===== config.mk =====
export PLATFORM = sky130hd
export DESIGN_NAME = quad_decoder
export DESIGN_NICKNAME = d
export VERILOG_FILES = /design/src/rtl/qdec_pkg.sv /design/src/rtl/sync_2ff.sv /design/src/rtl/quad_decoder.sv
export SDC_FILE = /design/constraint.sdc
export NUM_CORES = 1
export LEC_CHECK = 0
export CAP_MARGIN = 20
export CELL_PAD_IN_SITES_DETAIL_PLACEMENT = 1
export CELL_PAD_IN_SITES_GLOBAL_PLACEMENT = 1
export CORE_MARGIN = 10
export CORE_UTILIZATION = 39
export DETAILED_ROUTE_END_ITERATION = 10
export GPL_TIMING_DRIVEN = 0
export PLACE_DENSITY = 0.85
export SKIP_CTS_REPAIR_TIMING = 1
export SLEW_MARGIN = 20
export SYNTH_ARGS = -nofsm -noshare
export SYNTH_HDL_FRONTEND = slang
export SYNTH_SLANG_ARGS = --single-unit
export TNS_END_PERCENT = 30

===== constraint.sdc =====
create_clock -name Clk -period 2.3 [get_ports Clk]
set_input_delay 0.345 -clock Clk [delete_from_list [all_inputs] [get_ports Clk]]
set_output_delay 0.345 -clock Clk [all_outputs]
set_load 0.03 [all_outputs]

===== src/rtl/qdec_pkg.sv =====
// Shared definitions for the quadrature decoder.
//   qdec_state_e : decoder FSM state encoding (ST_INIT, ST_TRACK)
//   PH0..PH3     : Gray-code phase values in "up" order
//   DIR_UP/DIR_DN: values driven on the U output
//   gray_next()  : phase that follows a given phase in the up direction
package qdec_pkg;

  typedef enum logic {
    ST_INIT  = 1'b0,
    ST_TRACK = 1'b1
  } qdec_state_e;

  localparam logic [1:0] PH0 = 2'b00;
  localparam logic [1:0] PH1 = 2'b01;
  localparam logic [1:0] PH2 = 2'b11;
  localparam logic [1:0] PH3 = 2'b10;

  localparam logic DIR_UP = 1'b1;
  localparam logic DIR_DN = 1'b0;

  function automatic logic [1:0] gray_next(input logic [1:0] ph);
    logic [1:0] nxt;
    case (ph)
      PH0:     nxt = PH1;
      PH1:     nxt = PH2;
      PH2:     nxt = PH3;
      default: nxt = PH0;
    endcase
    return nxt;
  endfunction

endpackage


===== src/rtl/sync_2ff.sv =====
// Single-bit two-flop synchronizer for an asynchronous input.
//   clk   : destination clock
//   rst_n : asynchronous active-low reset (both flops clear to 0)
//   d     : asynchronous input
//   q     : synchronized output, two clk edges after d settles
module sync_2ff (
  input  logic clk,
  input  logic rst_n,
  input  logic d,
  output logic q
);

  logic s1;

  always_ff @(posedge clk or negedge rst_n) begin
    if (!rst_n) begin
      s1 <= 1'b0;
      q  <= 1'b0;
    end else begin
      s1 <= d;
      q  <= s1;
    end
  end

endmodule


===== src/rtl/quad_decoder.sv =====
// Quadrature decoder: synchronizes phase inputs A/B, decodes Gray steps into a
// one-cycle enable pulse E with direction U, keeps a wrapping position count
// Pos, and flags double-bit (illegal) transitions on sticky Err.
//
// Optional build macro QDEC_FILTER_EN inserts a stability filter between the
// synchronizer and the compare stage: a new A/B pair is accepted only after
// FILT_CYC consecutive identical samples (FILT_CYC must be >= 2).
//
// Ports:
//   Clk    : system clock, rising edge
//   Rst    : asynchronous active-low reset
//   A, B   : phase inputs, asynchronous to Clk
//   ErrClr : synchronous clear of Err (a same-cycle illegal step wins)
//   E      : one-cycle step pulse
//   U      : direction of current/last step (1 = up, 0 = down)
//   Pos    : running position, wraps modulo 2^CNT_W
//   Err    : sticky illegal-transition flag
//   state  : FSM state, for observation only
module quad_decoder
  import qdec_pkg::*;
#(
  parameter int unsigned CNT_W    = 4,
  parameter int unsigned FILT_CYC = 3
) (
  input  logic             Clk,
  input  logic             Rst,
  input  logic             A,
  input  logic             B,
  input  logic             ErrClr,
  output logic             E,
  output logic             U,
  output logic [CNT_W-1:0] Pos,
  output logic             Err,
  output qdec_state_e      state
);

  // Counter is sized for the longest (filtered) start-up wait in either build.
  localparam int unsigned INIT_W = $clog2(FILT_CYC + 4);

  // INIT must last until the compare-stage input reflects the real pins:
  // two synchronizer edges, plus the filter acceptance time when present.
`ifdef QDEC_FILTER_EN
  localparam logic [INIT_W-1:0] INIT_LAST = INIT_W'(2 + FILT_CYC);
`else
  localparam logic [INIT_W-1:0] INIT_LAST = INIT_W'(2);
`endif

  logic              a_s;
  logic              b_s;
  logic [1:0]        ab_s;
  logic [1:0]        ab_cmp;
  logic [1:0]        ab_q;
  logic [1:0]        diff;
  logic [INIT_W-1:0] init_cnt;
  qdec_state_e       state_q;
  qdec_state_e       state_d;
  logic              load_q;
  logic              step_valid;
  logic              step_dir;
  logic              illegal;

  sync_2ff u_sync_a (.clk(Clk), .rst_n(Rst), .d(A), .q(a_s));
  sync_2ff u_sync_b (.clk(Clk), .rst_n(Rst), .d(B), .q(b_s));

  assign ab_s = {a_s, b_s};

`ifdef QDEC_FILTER_EN
  localparam int unsigned FW = $clog2(FILT_CYC + 1);

  logic [1:0]    cand;
  logic [FW-1:0] fcnt;
  logic [1:0]    ab_f;

  // fcnt counts consecutive samples equal to cand; the FILT_CYC-th equal
  // sample promotes cand to ab_f, then fcnt saturates until cand changes.
  always_ff @(posedge Clk or negedge Rst) begin
    if (!Rst) begin
      cand <= 2'b00;
      fcnt <= '0;
      ab_f <= 2'b00;
    end else if (ab_s != cand) begin
      cand <= ab_s;
      fcnt <= FW'(1);
    end else if (fcnt != FW'(FILT_CYC)) begin
      fcnt <= fcnt + 1'b1;
      if (fcnt == FW'(FILT_CYC - 1)) begin
        ab_f <= cand;
      end
    end
  end

  assign ab_cmp = ab_f;
`else
  assign ab_cmp = ab_s;
`endif

  // ---------------- FSM: state register ----------------
  always_ff @(posedge Clk or negedge Rst) begin
    if (!Rst) begin
      state_q  <= ST_INIT;
      init_cnt <= '0;
    end else begin
      state_q <= state_d;
      if (state_q == ST_INIT && init_cnt != INIT_LAST) begin
        init_cnt <= init_cnt + 1'b1;
      end
    end
  end

  // ---------------- FSM: next state ----------------
  always_comb begin
    state_d = state_q;
    if (state_q == ST_INIT && init_cnt == INIT_LAST) begin
      state_d = ST_TRACK;
    end
  end

  // ---------------- FSM: outputs ----------------
  always_comb begin
    load_q     = 1'b0;
    step_valid = 1'b0;
    illegal    = 1'b0;
    diff       = ab_cmp ^ ab_q;
    step_dir   = (ab_cmp == gray_next(ab_q)) ? DIR_UP : DIR_DN;
    if (state_q == ST_INIT) begin
      // Seeding ab_q on exit means the first compare sees no change.
      load_q = (init_cnt == INIT_LAST);
    end else begin
      load_q     = 1'b1;
      step_valid = (diff == 2'b01) || (diff == 2'b10);
      illegal    = (diff == 2'b11);
    end
  end

  assign state = state_q;

  // ---------------- Datapath ----------------
  always_ff @(posedge Clk or negedge Rst) begin
    if (!Rst) begin
      ab_q <= 2'b00;
      E    <= 1'b0;
      U    <= 1'b0;
      Pos  <= '0;
      Err  <= 1'b0;
    end else begin
      if (load_q) begin
        ab_q <= ab_cmp;
      end
      E <= step_valid;
      if (step_valid) begin
        U   <= step_dir;
        Pos <= (step_dir == DIR_UP) ? Pos + 1'b1 : Pos - 1'b1;
      end
      if (illegal) begin
        Err <= 1'b1;
      end else if (ErrClr) begin
        Err <= 1'b0;
      end
    end
  end

endmodule


==> metrics <==
kind of end point of the critical path register; logic gate share of total power 0.407; Min Hold Slack 0.369 ns; vias ~470; Critical-path top delay cell dfrtp_1; CTS max path bufs 2; die footprint 4030 µm²; setup TNS 0 ns; first-pass GRT wire length roughly 2500 µm; CP bufs+invs 0; largest area contributor in the netlist dfrtp_1; PwrDens 1040 nW/µm²; Routed wire per std cell 13.9 µm; EDFF count, synth 0; clock power share 0.169; Sink Count 17; Hold Startpoint u_sync_a.s1$_DFF_PN0_; ratio of cells with drive above 1 in the final layout 0.122; synth top area cells dfrtp_1 58%, ha_1 8.5%, mux2_2 6.1%, xnor2_1 5.9%, xor2_1 3.6%; switching power total 0.355 mW; post-synth cell types 18; # IOs 13; Sequential Power Share 0.423; initial drt markers 6; grt ovf 0; Metal-1 WL 555 µm; Clock Latency Late Sink 0.29 ns; RSZ-0062 raised after global routing no; share of the synthesized area in the top cell type 0.577; H-tree level count 1; commonest cells in the synthesized netlist 17 x dfrtp_1, 5 x ha_1, 5 x inv_1, 5 x xnor2_1; Tightest Pin Transition 0.721 ns; CP cell instances xor2_1 > or2_2 > ha_1 > a21oi_1 > a211oi_1 > o21ai_1 > xnor2_1; reg2reg end Pos[3]$_DFFE_PN0P_; Total GRT Usage 0.0784; met3 WL approximately 71 µm; Yosys warnings 0; crit-path max FO 4; Vias per Instance 4.71; Internal 0.597 mW; nets@finish 86; Crit path depth 7; CP max stage delay 0.43 ns; kind of critical path reg -> reg; sequential area share after synthesis 0.577; switch share 0.373; vias in the first global route 542; TritonCTS clock tree built; Lkg Pwr a little under 0.4 nW; syn nets 69; post-route minimum period ~2.0 ns; clk slew on worst S/H paths 0.10 ns; Worst Setup EP Pos[3]$_DFFE_PN0P_; pin count of the biggest net entering global routing 18; Post-DRT Antenna Nets 0; DP Wirelength 1130 µm; core area 1760 µm²; ys flop type dfrtp_1; Starting Density 0.418; Syn Area/Cell 12.7 µm²; Post-route DRC 0; crit path DAT 2.22 ns; initial antenna violation count 0; Synth Cell Area 737 µm²; fin crit share 0.882; maximum vdd drop 0.711 mV; Worst R2R Setup Slack between 0.2 and 0.3 ns; Gate Count Post-Synth 58; Root Driver clkbuf_4; Hold Fails Final Rpt 0; Final GP Congestion 0.697; origin of the worst setup path ab_q[0]$_DFFE_PN0N_; CTS Buf Count 3; Slew Limit Fails 0; I/O Buffers 12; Area growth syn-to-layout 24.3%; final setup violation count 0; count leader, synth dfrtp_1; relative slew slack 0.518; max cap viols 0; final core utilization 0.519; chip height 63.5 µm; antenna cells 0; HP Class reg -> reg; run status complete, no violations; WL final 1380 µm; R2R cell count 7; top layer used by detailed routing met4; DRT Pass-1 Iters 4; critical path required time 2.49 ns; CP startpoint kind register; Yosys reg bits 17; CP top delay family compound AO/OA/AOI/OAI gates; FFs w/ async S/R, synth 1.00; Die Wd 63.5 µm; Critical R2R Launch ab_q[0]$_DFFE_PN0N_; # rows 15; met2 WL post-DR 702 µm; clk_skew 0.00119 ns; fmax 493 MHz
[area by class of cell]
cell class              instances  area [µm²]
flip-flops and latches         17         425
inverters                       5        18.8
repair buffers                 12         120
multi-input cells              36         293
well taps                      25        31.3
fillers                       197         848
clock buffers                   3        22.5
clock inverters                 1        5.00
[layer usage]
metal,global-route usage,vias up
met5,0,-
met4,0.0656,0
met3,0.0230,6
met2,0.129,11
met1,0.0794,227
li1,-,222
[cell families (layout without fill, tap and decap cells)]
group                    count (synthesis)  after routing  synth area share
flip-flops                              17             17             0.577
buffers and inverters                    5             21            0.0255
XOR/XNOR                                 8              8            0.0951
AO/OA/AOI/OAI                            9              9            0.0713
multiplexers                             4              4            0.0611
AND/OR/NAND/NOR                          9              9            0.0577
adder cells (fa/ha/maj)                  6              6             0.112
[worst min path at each step]
| stage | end | slack (ns) | cells past startpoint |
|---|---|---|---|
| after floorplan | E$_DFF_PN0_ | 0.05 | 0 |
| after global placement | u_sync_b.q$_DFF_PN0_ | 0.33 | 0 |
| after detailed placement | u_sync_b.q$_DFF_PN0_ | 0.35 | 0 |
| after CTS | u_sync_b.q$_DFF_PN0_ | 0.37 | 0 |
| after global routing | u_sync_b.q$_DFF_PN0_ | 0.38 | 0 |
| final | u_sync_a.q$_DFF_PN0_ | 0.37 | 0 |
[flip-flops by register name, indices dropped and copies added, names as in the netlist]
register and cells:
Pos 4, u_sync_a.s1 1, u_sync_a.q 1, U 1, init_cnt 3, state 1
E 1, Err 1, u_sync_b.q 1, u_sync_b.s1 1, ab_q 2
[cells in the final DEF (no fill, tap or decap)]
cell             synthesis  final
clkbuf_4                 0      3
o211a_1                  1      1
or2_2                    1      1
nand2b_1                 1      1
a21oi_1                  2      2
clkdlybuf4s50_1          0     12
nor2b_1                  1      1
fa_1                     1      1
inv_1                    5      5
dfrtp_1                 17     17
clkinv_2                 0      1
mux2_2                   4      4
o21ai_1                  1      1
nand3_1                  1      1
nand2_1                  4      4
xor2_1                   3      3
xnor2_1                  5      5
o21ai_0                  4      4
a211oi_1                 1      1
ha_1                     5      5
nor2_1                   1      1
[power by group through the flow]
| stage | clock network (mW) | registers, mW | logic, mW |
|---|---|---|---|
| after global placement | 0 | 0.406 | 0.376 |
| after floorplan | 0 | 0.495 | 0.153 |
| after global routing | 0.185 | 0.417 | 0.428 |
| after CTS | 0.171 | 0.405 | 0.395 |
| after detailed placement | 0 | 0.411 | 0.392 |
| final | 0.161 | 0.403 | 0.388 |
[per-stage QoR]
step	cell area (µm²)	instances	power, mW	setup WS [ns]
6_report	916	99	0.952	0.270
5_1_grt	916	99	1.03	0.0976
4_1_cts	916	99	0.970	0.275
3_5_place_dp	888	95	0.803	0.292
3_3_place_gp	888	95	0.782	0.354
2_1_floorplan	737	58	0.648	0.416
[worst register-to-register path: cells and delay by family, from the launching register on]
family,cells,cell delay (ns)
compound gates,3,0.46
flops,1,0.43
simple gates,1,0.36
fa+ha+maj,1,0.36
xor+xnor,2,0.32
No activity file was read; power rests on OpenSTA's default activity.
